### config.mk
export PLATFORM = sky130hd
export DESIGN_NAME = valve_cmd_sequencer
export DESIGN_NICKNAME = d
export VERILOG_FILES = /design/src/rtl/valve_cmd_pkg.sv /design/src/rtl/cmd_decode.sv /design/src/rtl/valve_cmd_sequencer.sv
export SDC_FILE = /design/constraint.sdc
export NUM_CORES = 1
export LEC_CHECK = 0
export CORE_MARGIN = 3
export CORE_UTILIZATION = 55
export DETAILED_ROUTE_END_ITERATION = 10
export PLACE_DENSITY_LB_ADDON = 0.15
export RECOVER_POWER = 25
export SETUP_SLACK_MARGIN = 0.2
export SLEW_MARGIN = 20
export SYNTH_ARGS = -nofsm -noshare
export SYNTH_HDL_FRONTEND = slang
export SYNTH_HIERARCHICAL = 1
export SYNTH_SLANG_ARGS = --single-unit
### constraint.sdc
create_clock -name clk -period 3.9 [get_ports clk]
set_input_delay 0.78 -clock clk [delete_from_list [all_inputs] [get_ports clk]]
set_output_delay 0.78 -clock clk [all_outputs]
set_load 0.02 [all_outputs]
### src/rtl/valve_cmd_pkg.sv
// Shared types and constants for the valve command sequencer:
// FSM states, decoded byte tokens, ASCII command bytes and error codes.
package valve_cmd_pkg;

  typedef enum logic [1:0] {
    IDLE    = 2'd0,
    COLLECT = 2'd1,
    APPLY   = 2'd2
  } state_t;

  typedef enum logic [2:0] {
    BIT0  = 3'd0,
    BIT1  = 3'd1,
    START = 3'd2,
    SEND  = 3'd3,
    BAD   = 3'd4
  } tok_t;

  localparam logic [7:0] ASCII_ZERO  = 8'h30;
  localparam logic [7:0] ASCII_ONE   = 8'h31;
  localparam logic [7:0] ASCII_START = 8'h6D;
  localparam logic [7:0] ASCII_SEND  = 8'h73;

  localparam logic [1:0] ERR_BAD      = 2'b00;
  localparam logic [1:0] ERR_SHORT    = 2'b01;
  localparam logic [1:0] ERR_OVERFLOW = 2'b10;
  localparam logic [1:0] ERR_TIMEOUT  = 2'b11;

endpackage

### src/rtl/cmd_decode.sv
// Combinational classifier turning one received ASCII byte into a token.
module cmd_decode
  import valve_cmd_pkg::*;
(
  input  logic [7:0] rx_data_i,
  output tok_t       tok_o
);

  // Map the four command characters; everything else is a bad byte.
  always_comb begin
    tok_o = BAD;
    case (rx_data_i)
      ASCII_ZERO:  tok_o = BIT0;
      ASCII_ONE:   tok_o = BIT1;
      ASCII_START: tok_o = START;
      ASCII_SEND:  tok_o = SEND;
      default:     tok_o = BAD;
    endcase
  end

endmodule

### src/rtl/valve_cmd_sequencer.sv
// Collects an ASCII valve frame ('m', NUM_VALVES bits, 's') into a shadow
// register and applies it to the valve outputs in one cycle; reports
// malformed frames and inter-byte timeouts through err_pulse/err_code.
module valve_cmd_sequencer
  import valve_cmd_pkg::*;
#(
  parameter int NUM_VALVES     = 16,
  parameter int TIMEOUT_CYCLES = 1_000_000
) (
  input  logic                  clk,
  input  logic                  rst,
  input  logic [7:0]            rx_data,
  input  logic                  rx_valid,
  output logic [NUM_VALVES-1:0] valve_state,
  output logic                  update_pulse,
  output logic                  busy,
  output logic                  err_pulse,
  output logic [1:0]            err_code,
  output logic [7:0]            frame_cnt
);

  localparam int CNT_W = $clog2(NUM_VALVES + 1);
  localparam int IDX_W = (NUM_VALVES > 1) ? $clog2(NUM_VALVES) : 1;
  localparam int TMO_W = $clog2(TIMEOUT_CYCLES + 1);
  localparam logic [CNT_W-1:0] FULL_CNT = CNT_W'(NUM_VALVES);
  localparam logic [TMO_W-1:0] TMO_LAST = TMO_W'(TIMEOUT_CYCLES - 1);

  state_t                  state_q;
  logic [NUM_VALVES-1:0]   shadow_q;
  logic [NUM_VALVES-1:0]   valve_q;
  logic [CNT_W-1:0]        bit_cnt_q;
  logic [TMO_W-1:0]        tmo_q;
  logic                    update_q;
  logic                    err_q;
  logic [1:0]              err_code_q;
  logic [7:0]              frame_cnt_q;
  logic                    busy_q;
  logic                    armed_q;
  tok_t                    tok;
  logic                    byte_v;

  cmd_decode u_decode (
    .rx_data_i (rx_data),
    .tok_o     (tok)
  );

  // The first edge after reset release only arms the input, so a byte
  // coincident with that edge is never acted upon.
  assign byte_v = rx_valid && armed_q;

  // Frame FSM with shadow collection, timeout counter and registered outputs.
  always_ff @(posedge clk or posedge rst) begin
    if (rst) begin
      state_q     <= IDLE;
      shadow_q    <= '0;
      valve_q     <= '0;
      bit_cnt_q   <= '0;
      tmo_q       <= '0;
      update_q    <= 1'b0;
      err_q       <= 1'b0;
      err_code_q  <= ERR_BAD;
      frame_cnt_q <= 8'd0;
      busy_q      <= 1'b0;
      armed_q     <= 1'b0;
    end else begin
      update_q <= 1'b0;
      err_q    <= 1'b0;
      armed_q  <= 1'b1;
      case (state_q)
        // APPLY commits the frame and then behaves exactly like IDLE for
        // any byte arriving in the same cycle.
        IDLE, APPLY: begin
          if (state_q == APPLY) begin
            valve_q     <= shadow_q;
            update_q    <= 1'b1;
            frame_cnt_q <= frame_cnt_q + 8'd1;
          end
          state_q <= IDLE;
          busy_q  <= 1'b0;
          if (byte_v && tok == START) begin
            shadow_q  <= '0;
            bit_cnt_q <= '0;
            tmo_q     <= '0;
            state_q   <= COLLECT;
            busy_q    <= 1'b1;
          end
        end
        COLLECT: begin
          if (byte_v) begin
            tmo_q <= '0;
            case (tok)
              BIT0, BIT1: begin
                if (bit_cnt_q == FULL_CNT) begin
                  err_q      <= 1'b1;
                  err_code_q <= ERR_OVERFLOW;
                  state_q    <= IDLE;
                  busy_q     <= 1'b0;
                end else begin
                  shadow_q[bit_cnt_q[IDX_W-1:0]] <= (tok == BIT1);
                  bit_cnt_q <= bit_cnt_q + CNT_W'(1);
                end
              end
              SEND: begin
                if (bit_cnt_q == FULL_CNT) begin
                  state_q <= APPLY;
                end else begin
                  err_q      <= 1'b1;
                  err_code_q <= ERR_SHORT;
                  state_q    <= IDLE;
                end
                busy_q <= 1'b0;
              end
              START: begin
                shadow_q  <= '0;
                bit_cnt_q <= '0;
              end
              default: begin
                err_q      <= 1'b1;
                err_code_q <= ERR_BAD;
                state_q    <= IDLE;
                busy_q     <= 1'b0;
              end
            endcase
          end else if (tmo_q == TMO_LAST) begin
            err_q      <= 1'b1;
            err_code_q <= ERR_TIMEOUT;
            state_q    <= IDLE;
            busy_q     <= 1'b0;
          end else begin
            tmo_q <= tmo_q + TMO_W'(1);
          end
        end
        default: begin
          state_q <= IDLE;
          busy_q  <= 1'b0;
        end
      endcase
    end
  end

  assign valve_state  = valve_q;
  assign update_pulse = update_q;
  assign busy         = busy_q;
  assign err_pulse    = err_q;
  assign err_code     = err_code_q;
  assign frame_cnt    = frame_cnt_q;

endmodule

# == After elaboration in Yosys (flattened, before gate mapping) ==
# Cells that the tools add are included.
# totals
output_inout_bits,29
in_bits,11
wordCells,96
regBits,73
# op_classes
order_cmp,2
eq_ne,22
muxes,44
n_reduce_logical,14
add_sub_neg,3
# op_table
cell,n
one-hot mux 16 bit (2 select lines),2
2-to-1 mux 20 bit,3
2-to-1 mux 16 bit,3
one-hot mux 20 bit (2 select lines),1
"adder 20 x 1 -> 20 bit, second input constant",1
"== test 20 bit, second input constant",1
one-hot mux 5 bit (2 select lines),2
"inequality test 3 bit, second input constant",6
bitwise mux 16 bit,1
"== test 8 x 6 -> 1 bit, second input constant",2
"== test 8 x 7 -> 1 bit, second input constant",2
2-to-1 mux 2 bit,8
2-to-1 mux 5 bit,3
2-to-1 mux 1 bit,13
one-hot mux 2 bit (3 select lines),2
one-hot mux 3 bit (4 select lines),1
AND reduction 5 bit,2
"adder 8 x 1 -> 8 bit, second input constant",1
"== test 3 x 2 -> 1 bit, second input constant",2
"inequality test 2 bit, second input constant",3
AND reduction 3 bit,2
"adder 5 x 1 -> 5 bit, second input constant",1
"== test 5 bit, second input constant",1
"< comparator 4 x 5 -> 1 bit, second input constant",1
other kinds (16),21

# == Logic depth before layout (Yosys ltp) ==
# Gate-level depths: netlist of the first run.
# logic_depth
depth_word,9
depth_mapped,11
ltp_nobuf,8

# == By module ==
# The synthesis of the first run kept the hierarchy.
# modules_own_cells
mod,area_per_inst_um2,n_inst,seq_area_each_um2,cells_each
valve_cmd_sequencer,3565.9,1,1826.8,337
cmd_decode,85.1,1,0.0,12

# == Least setup slack after synthesis of the first run ==
# OpenSTA, ideal clock, no wires.
# synth_path
kind,input to register
startpoint,input port rx_data[5]
endpoint,register shadow_q[3]
path_slack_ps,1332
n_path_buf,2
t_arrival_ps,2448
required_ps,3780
cell_stages,10
setup_time_ps,120
cell_sequence,nor2b_1 > and3_1 > nor2b_1 > buf_2 > nand4b_1 > or2_0 > buf_6 > a21boi_4 > a21oi_1 > a31o_2
# synth_via
elab_chain_len,8
word_cells_on_any_way,19
cone_classes,eq/ne (9); mux (6); reduce/logical (4)
# synth_rtl
element,line_no,source
start: declaration,valve_cmd_sequencer.sv:12,"input logic [7:0] rx_data,"
== test 8 x 7 -> 1 bit or == test 8 x 6 -> 1 bit (tied branches),cmd_decode.sv:12,case (rx_data_i)
one-hot mux 3 bit (4 select lines) (*),cmd_decode.sv:12,
named net tok[1],valve_cmd_sequencer.sv:39,tok_t tok;
== test 3 x 1 -> 1 bit,"valve_cmd_sequencer.sv:91, valve_cmd_sequencer.sv:99",
bitwise mux 16 bit,valve_cmd_sequencer.sv:99,shadow_q[bit_cnt_q[IDX_W-1:0]] <= (tok == BIT1);
2-to-1 mux 16 bit,valve_cmd_sequencer.sv:93,if (bit_cnt_q == FULL_CNT) begin
one-hot mux 16 bit (2 select lines),valve_cmd_sequencer.sv:91,case (tok)
2-to-1 mux 16 bit,valve_cmd_sequencer.sv:89,if (byte_v) begin
one-hot mux 16 bit (2 select lines),valve_cmd_sequencer.sv:69,case (state_q)
end signal: indexed assignment,valve_cmd_sequencer.sv:99,
end: declaration,valve_cmd_sequencer.sv:29,logic [NUM_VALVES-1:0] shadow_q;
# The timed path passes the listed nets; every way through them passes the cells marked *. The select of a mux whose other input is x is not followed.
# A chain may end at the register's enable or synchronous reset.

# == Final worst setup path of the first run ==
# layout_path
startpoint,input port rx_data[1]
endpoint,register shadow_q[11]
# Same word-level chain as after synthesis.

==> flow_summary_export.csv, run 1 <==
group,metric,value,unit
outcome,status,"complete, but fails checks",
outcome,violations,"capacitance limit, slew limit",
floorplanning,ioPinCount,40,
placement,placed_cell_area,4090,um^2
clock_tree,cts_tree,"yes",
floorplanning,initial_core_util,57.2,%
synth,synthTopCellsByArea,"dfrtp_1 (50%), mux2_2 (5.2%), xor2_1 (3.8%)",
clock_tree,post_cts_resized,0,
timing,finalMaxSlewViolations,52,
cells_and_area,fillers,530,
clock_tree,cts_buffer_depth,2,
timing,fmax,0.309,GHz
placement,gp_congestion,0.862,
cells_and_area,area.growth.synth_to_final,16.7,%
routing,first_iter_violations,100,
routing,avgRoutedWirePerCell,15.1,um
grt,grtUsageMet2,33.0,%
timing,setup_viol,0,
critical_path,critical_path_class,"input pin to flop",
floorplanning,die_area,7650,um^2
timing,rsz0062_at_grt,"false",
synth,syn_avg_cell_area,10.5,um^2
pwr,pwr_density_cell,310,nW/um^2
pwr,p_total,1.32,mW
synth,synth_fp_nets,366,
synth,ys_top_cells_by_count,"dfrtp_1 (73), nor2_1 (29), nand2_1 (28), nand3_1 (23), mux2_2 (17)",
routing,num_vias,2663,
clock_tree,post_cts_buffers,0,
cells_and_area,stdcell_area,4260,um^2
synth,yosysSeqAreaShare,50.0,%
placement,port_buffers,39,
routing,drt-pass1-iter-count,4,
clock_tree,path_clk_slew,80,ps
routing,routed_wl,7100,um
timing,skew,7.90,ps
routing,vias_per_cell,5.67,
grt,grt_antenna_before_repair,0,
clock_tree,hold_buffers,0,
clock_tree,numCtsBuffers,9,
grt,grt_overflow,0,
clock_tree,cts.sinks,73,
critical_path,critPathCaptureType,"flop",
grt,use_met1,28.7,%
timing,timing.final.crit_share,83.0,%
floorplanning,coreArea,6390,um^2
synth,yosys.area.top_type,"dfrtp_1",
synth,netlist_area,3650,um^2
critical_path,cp.required,4140,ps
pwr,irDropWorstVdd,188,uV
floorplanning,rows,29,
synth,yosysTopAreaCellShare,50.0,%
floorplanning,dieHeight,87.5,um
timing,tightest_slew,2190,ps
grt,grt_max_degree,52,
grt,grt_pass1_wl,12500,um
critical_path,cpMostUsedCell,"a21oi_1",
critical_path,cp_cell_sequence,"clkdlybuf4s50_1 > and4bb_1 > a21oi_1 > nor2b_1 > nand4b_1 > or2_0 > a21boi_4 > a21oi_1 > a31o_2",
cells_and_area,insertedDiodeCount,0,
critical_path,max_stage_delay,480,ps
synth,syn_inst,349,
timing,setup_tns,0,ps
routing,drc,0,
critical_path,crit_arrival,3480,ps
timing,min_period,3240,ps
timing,max_slew_margin,-47.0,%
placement,place_hpwl,5000,um
critical_path,startpoint_type,"input pin",
grt,grt_pass1_vias,2687,
synth,synth_warnings,6,
synth,ys_ff_latch,73,
clock_tree,cts-root-buf,"clkbuf_8",
grt,top_usage_layer,"met2",
cells_and_area,final_layout_size_suffix_gt1_share,13.5,%
job,cap_violations,1,
synth,yosysMostFrequentCell,"dfrtp_1",
cells_and_area,final_nets,405,
synth,synth_edf_count,0,
synth,ys_types,57,
routing,antenna_left,0,
min_path,hp-class,"flop to flop",
clock_tree,h-tree-depth,3,
synth,synth_ff_type,"dfrtp_1",
timing,final_hold_viol_count,0,
critical_path,cp_max_fo,8,
floorplanning,die_w,87.5,um
pwr,leakagePower,1.96,nW
critical_path,slowest_stage,"clkdlybuf4s50_1",
clock_tree,clk_latency,340,ps
grt,met3_usage,3.41,%
grt,grt_use_total,20.8,%
synth,synthArstFlopShare,100,%
critical path, delay by kind of cell:
family	cells	cell delay (ps)
buffers and inverters	1	480
AND/OR/NAND/NOR	4	1500
AO/OA/AOI/OAI	4	720
sequential cells by signal, indices dropped and copies added, names as in the netlist:
register,cells
armed_q,1
bit_cnt_q,5
busy,1
err_code,2
err_pulse,1
frame_cnt,8
shadow_q,16
state_q,2
tmo_q,20
update_pulse,1
valve_state,16
layout make-up:
type	instances	area [um^2]	share of cell area [%]
inverters	12	46.3	1.09
clock inverters	6	43.8	1.03
multi-input cells	247	1690	39.6
flip-flops and latches	73	1830	42.9
clock buffers	10	128	3.00
repair buffers	45	432	10.1
well taps	77	96.3	2.26
path summary, 6_finish.rpt:
path,startpoint,end,slack (ps),depth (start not counted)
max,rx_data[1],shadow_q[11],660,9
min,frame_cnt[7],frame_cnt[7],470,1
max reg2reg,state_q[0],frame_cnt[7],1630,6
min reg2reg,frame_cnt[7],frame_cnt[7],470,1
max in group asynchronous,rst,frame_cnt[6],1430,2
min in group asynchronous,rst,valve_state[5],1460,2
per-stage QoR:
step,setup slack (ps),hold WS (ps),util (%),std cells
detailed placement,363,470,64.0,454
finish,662,474,66.7,470
global placement,449,461,64.0,454
global route,453,514,66.7,470
CTS,721,480,66.7,470
floorplan,1270,479,-,349
power breakdown:
part           switching, mW  total (mW)  internal [mW]
Clock                  0.296       0.528          0.232
Combinational         0.0224      0.0367         0.0142
Sequential          0.000881       0.758          0.757
per-layer routing:
layer	part of all wire, %	up-vias	routed length (um)
met5	0	-	0
met4	1.5	0	104
met3	2.8	10	200
met2	48	49	3400
met1	48	1289	3400
li1	-	1315	-
cell families (layout without fill, tap and decap cells):
kind of cell / count (synthesis) / in the layout / synth area share (%)
AOI/OAI and AO/OA: 46 / 46 / 8.98
xor gates and xnor gates: 26 / 26 / 6.24
adders and majority gates: 6 / 6 / 2.06
buffers and inverters: 29 / 73 / 3.84
DFF: 73 / 73 / 50.0
muxes: 27 / 27 / 7.98
other: 1 / 1 / 0.103
and+or+nand+nor: 141 / 141 / 20.8
cell usage in the layout, fill, tap and decap left out, types with 2 or more instances in the layout:
cell	n
dfrtp_1	73
clkdlybuf4s50_1	38
nor2_1	29
nand2_1	28
nand3_1	23
mux2_2	17
xor2_1	16
nand4_1	15
a21oi_1	14
inv_1	11
xnor2_1	10
mux2i_1	10
clkbuf_8	9
nor3_1	7
a31oi_1	6
and3_1	6
ha_1	6
and2_1	5
nor2b_1	5
buf_4	5
o21ai_0	4
clkinvlp_4	4
o21a_1	3
a31o_2	3
a41o_1	3
or3_1	2
a32oi_1	2
nand2_2	2
o211ai_1	2
and4_1	2
clkbuf_1	2
Note: power is estimated with default switching activity, not from simulation.
==> run 2: changes to the inputs <==
==> constraint.sdc (replaced) <==
create_clock -name clk -period 3.3 [get_ports clk]
set_input_delay 0.66 -clock clk [delete_from_list [all_inputs] [get_ports clk]]
set_output_delay 0.66 -clock clk [all_outputs]
set_load 0.02 [all_outputs]
==> flow_summary_export.csv, run 2 (synthesis gave the netlist of run 1 again) <==
group,metric,value,unit
outcome,status,"complete, but fails checks",
outcome,violations,"capacitance limit, slew limit",
routing,routed_wl,7070,um
clock_tree,cts_tree,"yes",
critical_path,worst-path-buf-inv,1,
cells_and_area,largest-register,"tmo_q",
cells_and_area,insertedDiodeCount,0,
floorplanning,die_w,87.5,um
floorplanning,initial_core_util,57.2,%
grt,grt_overflow,0,
min_path,holdCritStartpoint,"frame_cnt[7]",
critical_path,timing.rr.start,"bit_cnt_q[0]",
cells_and_area,final_layout_size_suffix_gt1_share,13.7,%
min_path,whs_endpoint,"frame_cnt[7]",
clock_tree,post_cts_buffers,0,
clock_tree,path_clk_slew,80,ps
timing,timing.final.crit_share,83.4,%
placement,dpl.cell_count,456,
critical_path,regToRegSetupSlack,1060,ps
critical_path,slowest_stage,"clkdlybuf4s50_1",
clock_tree,numCtsBuffers,9,
timing,finalMaxSlewViolations,74,
job,cap_violations,1,
timing,rsz0062_at_grt,"false",
cells_and_area,fin_cells,472,
clock_tree,h-tree-depth,3,
cells_and_area,final_nets,407,
timing,setup_tns,0,ps
critical_path,critPathCaptureType,"flop",
grt,grt_use_total,21.0,%
floorplanning,dieHeight,87.5,um
clock_tree,hold_buffers,0,
critical_path,startpoint,"rx_data[1]",
clock_tree,clk_latency,350,ps
cells_and_area,final_common_cell,"dfrtp_1",
cells_and_area,layout_common_cells,"dfrtp_1 (73), clkdlybuf4s50_1 (38), nor2_1 (29)",
critical_path,cp.required,3540,ps
critical_path,reg2reg_to,"shadow_q[14]",
critical_path,critical_path_class,"input pin to flop",
critical_path,cp_cell_sequence,"clkdlybuf4s50_1 > and4bb_1 > a21oi_1 > nor2b_1 > nand4b_1 > or2_0 > a21boi_4 > a21oi_1 > a31o_2",
critical_path,cp_max_fo,8,
routing,num_vias,2731,
pwr,irDropWorstVdd,327,uV
grt,grt_antenna_before_repair,0,
routing,drc,0,
floorplanning,coreArea,6390,um^2
timing,setup_viol,0,
placement,gp_congestion,0.859,
clock_tree,cts.sinks,73,
critical_path,r2r_cells,7,
cells_and_area,largest_reg_flops,20,
grt,grt_pass1_vias,2673,
routing,antenna_left,0,
cells_and_area,post-route-util,67.6,%
grt,grt_pass1_wl,12600,um
critical_path,cpMostUsedCell,"a21oi_1",
cells_and_area,stdcell_area,4320,um^2
timing,fmax,0.364,GHz
routing,drt-pass1-iter-count,4,
critical_path,max_stage_delay,480,ps
timing,max_slew_margin,-15.8,%
pwr,leakagePower,1.99,nW
clock_tree,cts_buffer_depth,2,
timing,skew,5.98,ps
floorplanning,die_area,7650,um^2
placement,port_buffers,39,
placement,place_hpwl,4800,um
cells_and_area,area.growth.synth_to_final,18.3,%
timing,final_hold_viol_count,0,
critical_path,crit_arrival,2990,ps
grt,grt_max_degree,74,
min_path,min_path_cells,1,
clock_tree,cts-root-buf,"clkbuf_8",
routing,avgRoutedWirePerCell,15.0,um
timing,min_period,2750,ps
routing,first_iter_violations,98,
critical_path,path_delay_family,"simple AND/OR/NAND/NOR gates",
routing,vias_per_cell,5.79,
timing,tightest_slew,1740,ps
floorplanning,ioPinCount,40,
floorplanning,rows,29,
critical_path,startpoint_type,"input pin",
min_path,hp-class,"flop to flop",
pwr,pwr_density_cell,396,nW/um^2
placement,placed_cell_area,4120,um^2
clock_tree,post_cts_resized,0,
-- run 2: changes by cell type in the layout (fill, tap and decap cells not counted) --
cell,delta
clkbuf_2,+1
buf_4,+1
clkinvlp_4,-1
clkinvlp_2,-1
clkinv_2,-1
bufinv_16,+2
clkinv_1,+1
-- run 2: where the power goes --
group / total (mW) / internal (mW) / switching, mW
Clock: 0.774 / 0.428 / 0.346
Sequential: 0.896 / 0.895 / 0.00102
Combinational: 0.0414 / 0.0157 / 0.0257
Total: 1.71 / 1.34 / 0.373
-- run 2: worst max-delay path by stage --
stage	end	slack, ps	cells after the start
floorplan	armed_q	790	1
CTS	shadow_q[11]	570	9
global route	shadow_q[11]	360	9
finish	shadow_q[11]	550	9
global placement	shadow_q[3]	280	9
detailed placement	shadow_q[3]	220	9
-- run 2: cell type report --
class / count / area (um^2)
clock buffers: 10 / 128
clock inverters: 6 / 91.3
fillers: 523 / 2070
inverters: 12 / 45.0
multi-input cells: 247 / 1690
flip-flops and latches: 73 / 1830
well taps: 77 / 96.3
repair buffers: 47 / 444
-- run 2: metal layers --
metal | share of wire [%] | track usage, % | vias up
met5 | 0 | 0 | -
met4 | 1.2 | 7.11 | 0
met3 | 3.2 | 5.39 | 10
met2 | 48 | 32.8 | 37
met1 | 47 | 28.5 | 1368
li1 | - | - | 1316
-- run 2: stage by stage --
| stage | setup WS [ps] | hold slack [ps] | total power, mW |
|---|---|---|---|
| finish | 549 | 475 | 1.71 |
| global route | 355 | 511 | 1.77 |
| CTS | 567 | 480 | 1.73 |
| detailed placement | 223 | 465 | 0.959 |
| global placement | 279 | 463 | 0.959 |
| floorplan | 787 | 479 | 0.936 |
-- run 2: worst register-to-register path: stages, from the launching register on --
cell       delay [ps]
dfrtp_1           440
inv_1             110
ha_1              360
nand4bb_1         240
o2111ai_2         400
nand2_4           200
nand3_1           180
mux2i_1           220
==> run 3: changes to the inputs <==
--- a/config.mk
+++ b/config.mk
@@ -6,7 +6,7 @@
 export NUM_CORES = 1
 export LEC_CHECK = 0
 export CORE_MARGIN = 3
-export CORE_UTILIZATION = 55
+export CORE_UTILIZATION = 51
 export DETAILED_ROUTE_END_ITERATION = 10
 export PLACE_DENSITY_LB_ADDON = 0.15
 export RECOVER_POWER = 25
==> constraint.sdc (replaced) <==
create_clock -name clk -period 2.2 [get_ports clk]
set_input_delay 0.44 -clock clk [delete_from_list [all_inputs] [get_ports clk]]
set_output_delay 0.44 -clock clk [all_outputs]
set_load 0.02 [all_outputs]
==> flow_summary_export.csv, run 3 (synthesis gave the netlist of run 1 again) <==
group,metric,value,unit
floorplanning,die_w,90.6,um
min_path,hp-class,"flop to flop",
placement,port_buffers,39,
timing,hold_ws,482,ps
pwr,p_int,2.01,mW
floorplanning,coreArea,6870,um^2
floorplanning,dieHeight,90.6,um
pwr,p_total,2.58,mW
routing,vias_per_cell,5.53,
outcome,status,"finished clean",
routing,num_vias,2868,
timing,finalMaxSlewViolations,0,
cells_and_area,layout_common_cells,"dfrtp_1 (73), buf_4 (32), clkdlybuf4s50_1 (30)",
critical_path,startpoint_type,"input pin",
cells_and_area,final_nets,435,
critical_path,crit_arrival,2160,ps
routing,drc,0,
timing,rsz0062_at_grt,"true",
pwr,leakagePower,2.16,nW
grt,grt_overflow,0,
floorplanning,ioPinCount,40,
timing,skew,8.59,ps
cells_and_area,fillers,559,
cells_and_area,final_common_cell,"dfrtp_1",
cells_and_area,largest-register,"tmo_q",
timing,max_slew_margin,33.8,%
grt,grt_max_degree,74,
cells_and_area,regArea,1830,um^2
grt,grt_use_total,20.8,%
cells_and_area,multi_input_area,1820,um^2
routing,antenna_left,0,
clock_tree,h-tree-depth,3,
job,cap_violations,0,
clock_tree,cts.sinks,73,
clock_tree,clk_latency,350,ps
critical_path,cp_max_fo,7,
pwr,pwr_density_cell,553,nW/um^2
grt,grt_antenna_before_repair,0,
critical_path,critical_path_class,"input pin to flop",
cells_and_area,post-route-util,68.0,%
routing,drt-pass1-iter-count,5,
pwr,power.switching,0.571,mW
grt,grt_pass1_wl,13800,um
placement,place_hpwl,5210,um
pwr,power.share.switching,22.1,%
timing,fmax,0.522,GHz
critical_path,critPathCaptureType,"flop",
clock_tree,cts-root-buf,"clkbuf_8",
floorplanning,initial_core_util,53.2,%
pwr,irDropWorstVdd,254,uV
floorplanning,rows,30,
clock_tree,path_clk_slew,80,ps
timing,timing.final.crit_share,87.1,%
pwr,combPwrFrac,2.8,%
timing,final_hold_viol_count,0,
timing,setup_viol,0,
grt,grt_pass1_vias,2814,
clock_tree,numCtsBuffers,9,
placement,dpl.cell_count,496,
cells_and_area,area.growth.synth_to_final,27.9,%
routing,routed_wl,7920,um
timing,tightest_slew,993,ps
clock_tree,cts_tree,"yes",
routing,first_iter_violations,172,
pwr,seqPwrFrac,52.0,%
placement,gp_congestion,0.851,
cells_and_area,largest_reg_flops,20,
floorplanning,die_area,8210,um^2
routing,avgRoutedWirePerCell,15.3,um
clock_tree,cts_buffer_depth,2,
cells_and_area,fin_cells,519,
pwr,p_clk_share,45.2,%
cells_and_area,final_layout_size_suffix_gt1_share,26.0,%
critical_path,cp.required,2440,ps
timing,min_period,1920,ps
cells_and_area,insertedDiodeCount,0,
-- run 3: stage by stage --
| stage | area (um^2) | worst slack, ps | setup TNS (ps) |
|---|---|---|---|
| 2_1_floorplan | 3680 | 42.6 | 0 |
| 3_3_place_gp | 4330 | -420 | -15710 |
| 3_5_place_dp | 4330 | -538 | -20020 |
| 4_1_cts | 4670 | 201 | 0 |
| 5_1_grt | 4670 | 191 | 0 |
| 6_report | 4670 | 283 | 0 |
-- run 3: power groups by stage --
stage                     sequential, mW  combinational, mW  clock, mW
after detailed placement            1.37             0.0754          0
after global placement              1.37             0.0744          0
final                               1.34             0.0724       1.17
after global routing                1.34             0.0824       1.25
after CTS                           1.34             0.0776       1.20
after floorplan                     1.37             0.0352          0
-- run 3: cell type report --
type,instances,area share (%)
Sequential cell,73,39.1
Tap cell,96,2.57
Timing Repair Buffer,75,13.6
Clock inverter,6,1.93
Clock buffer,10,2.73
Multi-Input combinational cell,247,39.0
Inverter,12,1.05
-- run 3: final timing paths --
kind	start	end	slack (ps)	depth (start not counted)
max reg2reg	bit_cnt_q[1]	shadow_q[3]	300	7
max	rx_data[0]	shadow_q[7]	280	9
min reg2reg	frame_cnt[7]	frame_cnt[7]	480	1
min	frame_cnt[7]	frame_cnt[7]	480	1
min in group asynchronous	rst	armed_q	920	3
max in group asynchronous	rst	shadow_q[6]	650	3
-- run 3: worst max-delay path, stage by stage --
cell and delay, ps:
dlygate4sd2_1 240, nand3_1 120, o21ai_2 90, a32oi_2 130
nand4b_1 220, or2_4 300, a21boi_4 290, a21oi_2 90
a31o_2 230
-- run 3: timing repair --
| item | CTS | global route |
|---|---|---|
| setup buffers | 4 | 2 |
| resized for setup | 32 | 18 |
| gates cloned | 1 | 0 |
| hold buffers | 0 | 0 |
| pin swaps | 9 | 8 |
| endpoints found under the setup margin | 46 | 41 |
-- run 3: layer usage --
layer | global-route usage (%) | routed length (um)
met1 | 29.1 | 3730
met5 | 0 | 0
met3 | 5.08 | 313
met2 | 32.0 | 3790
met4 | 6.63 | 83
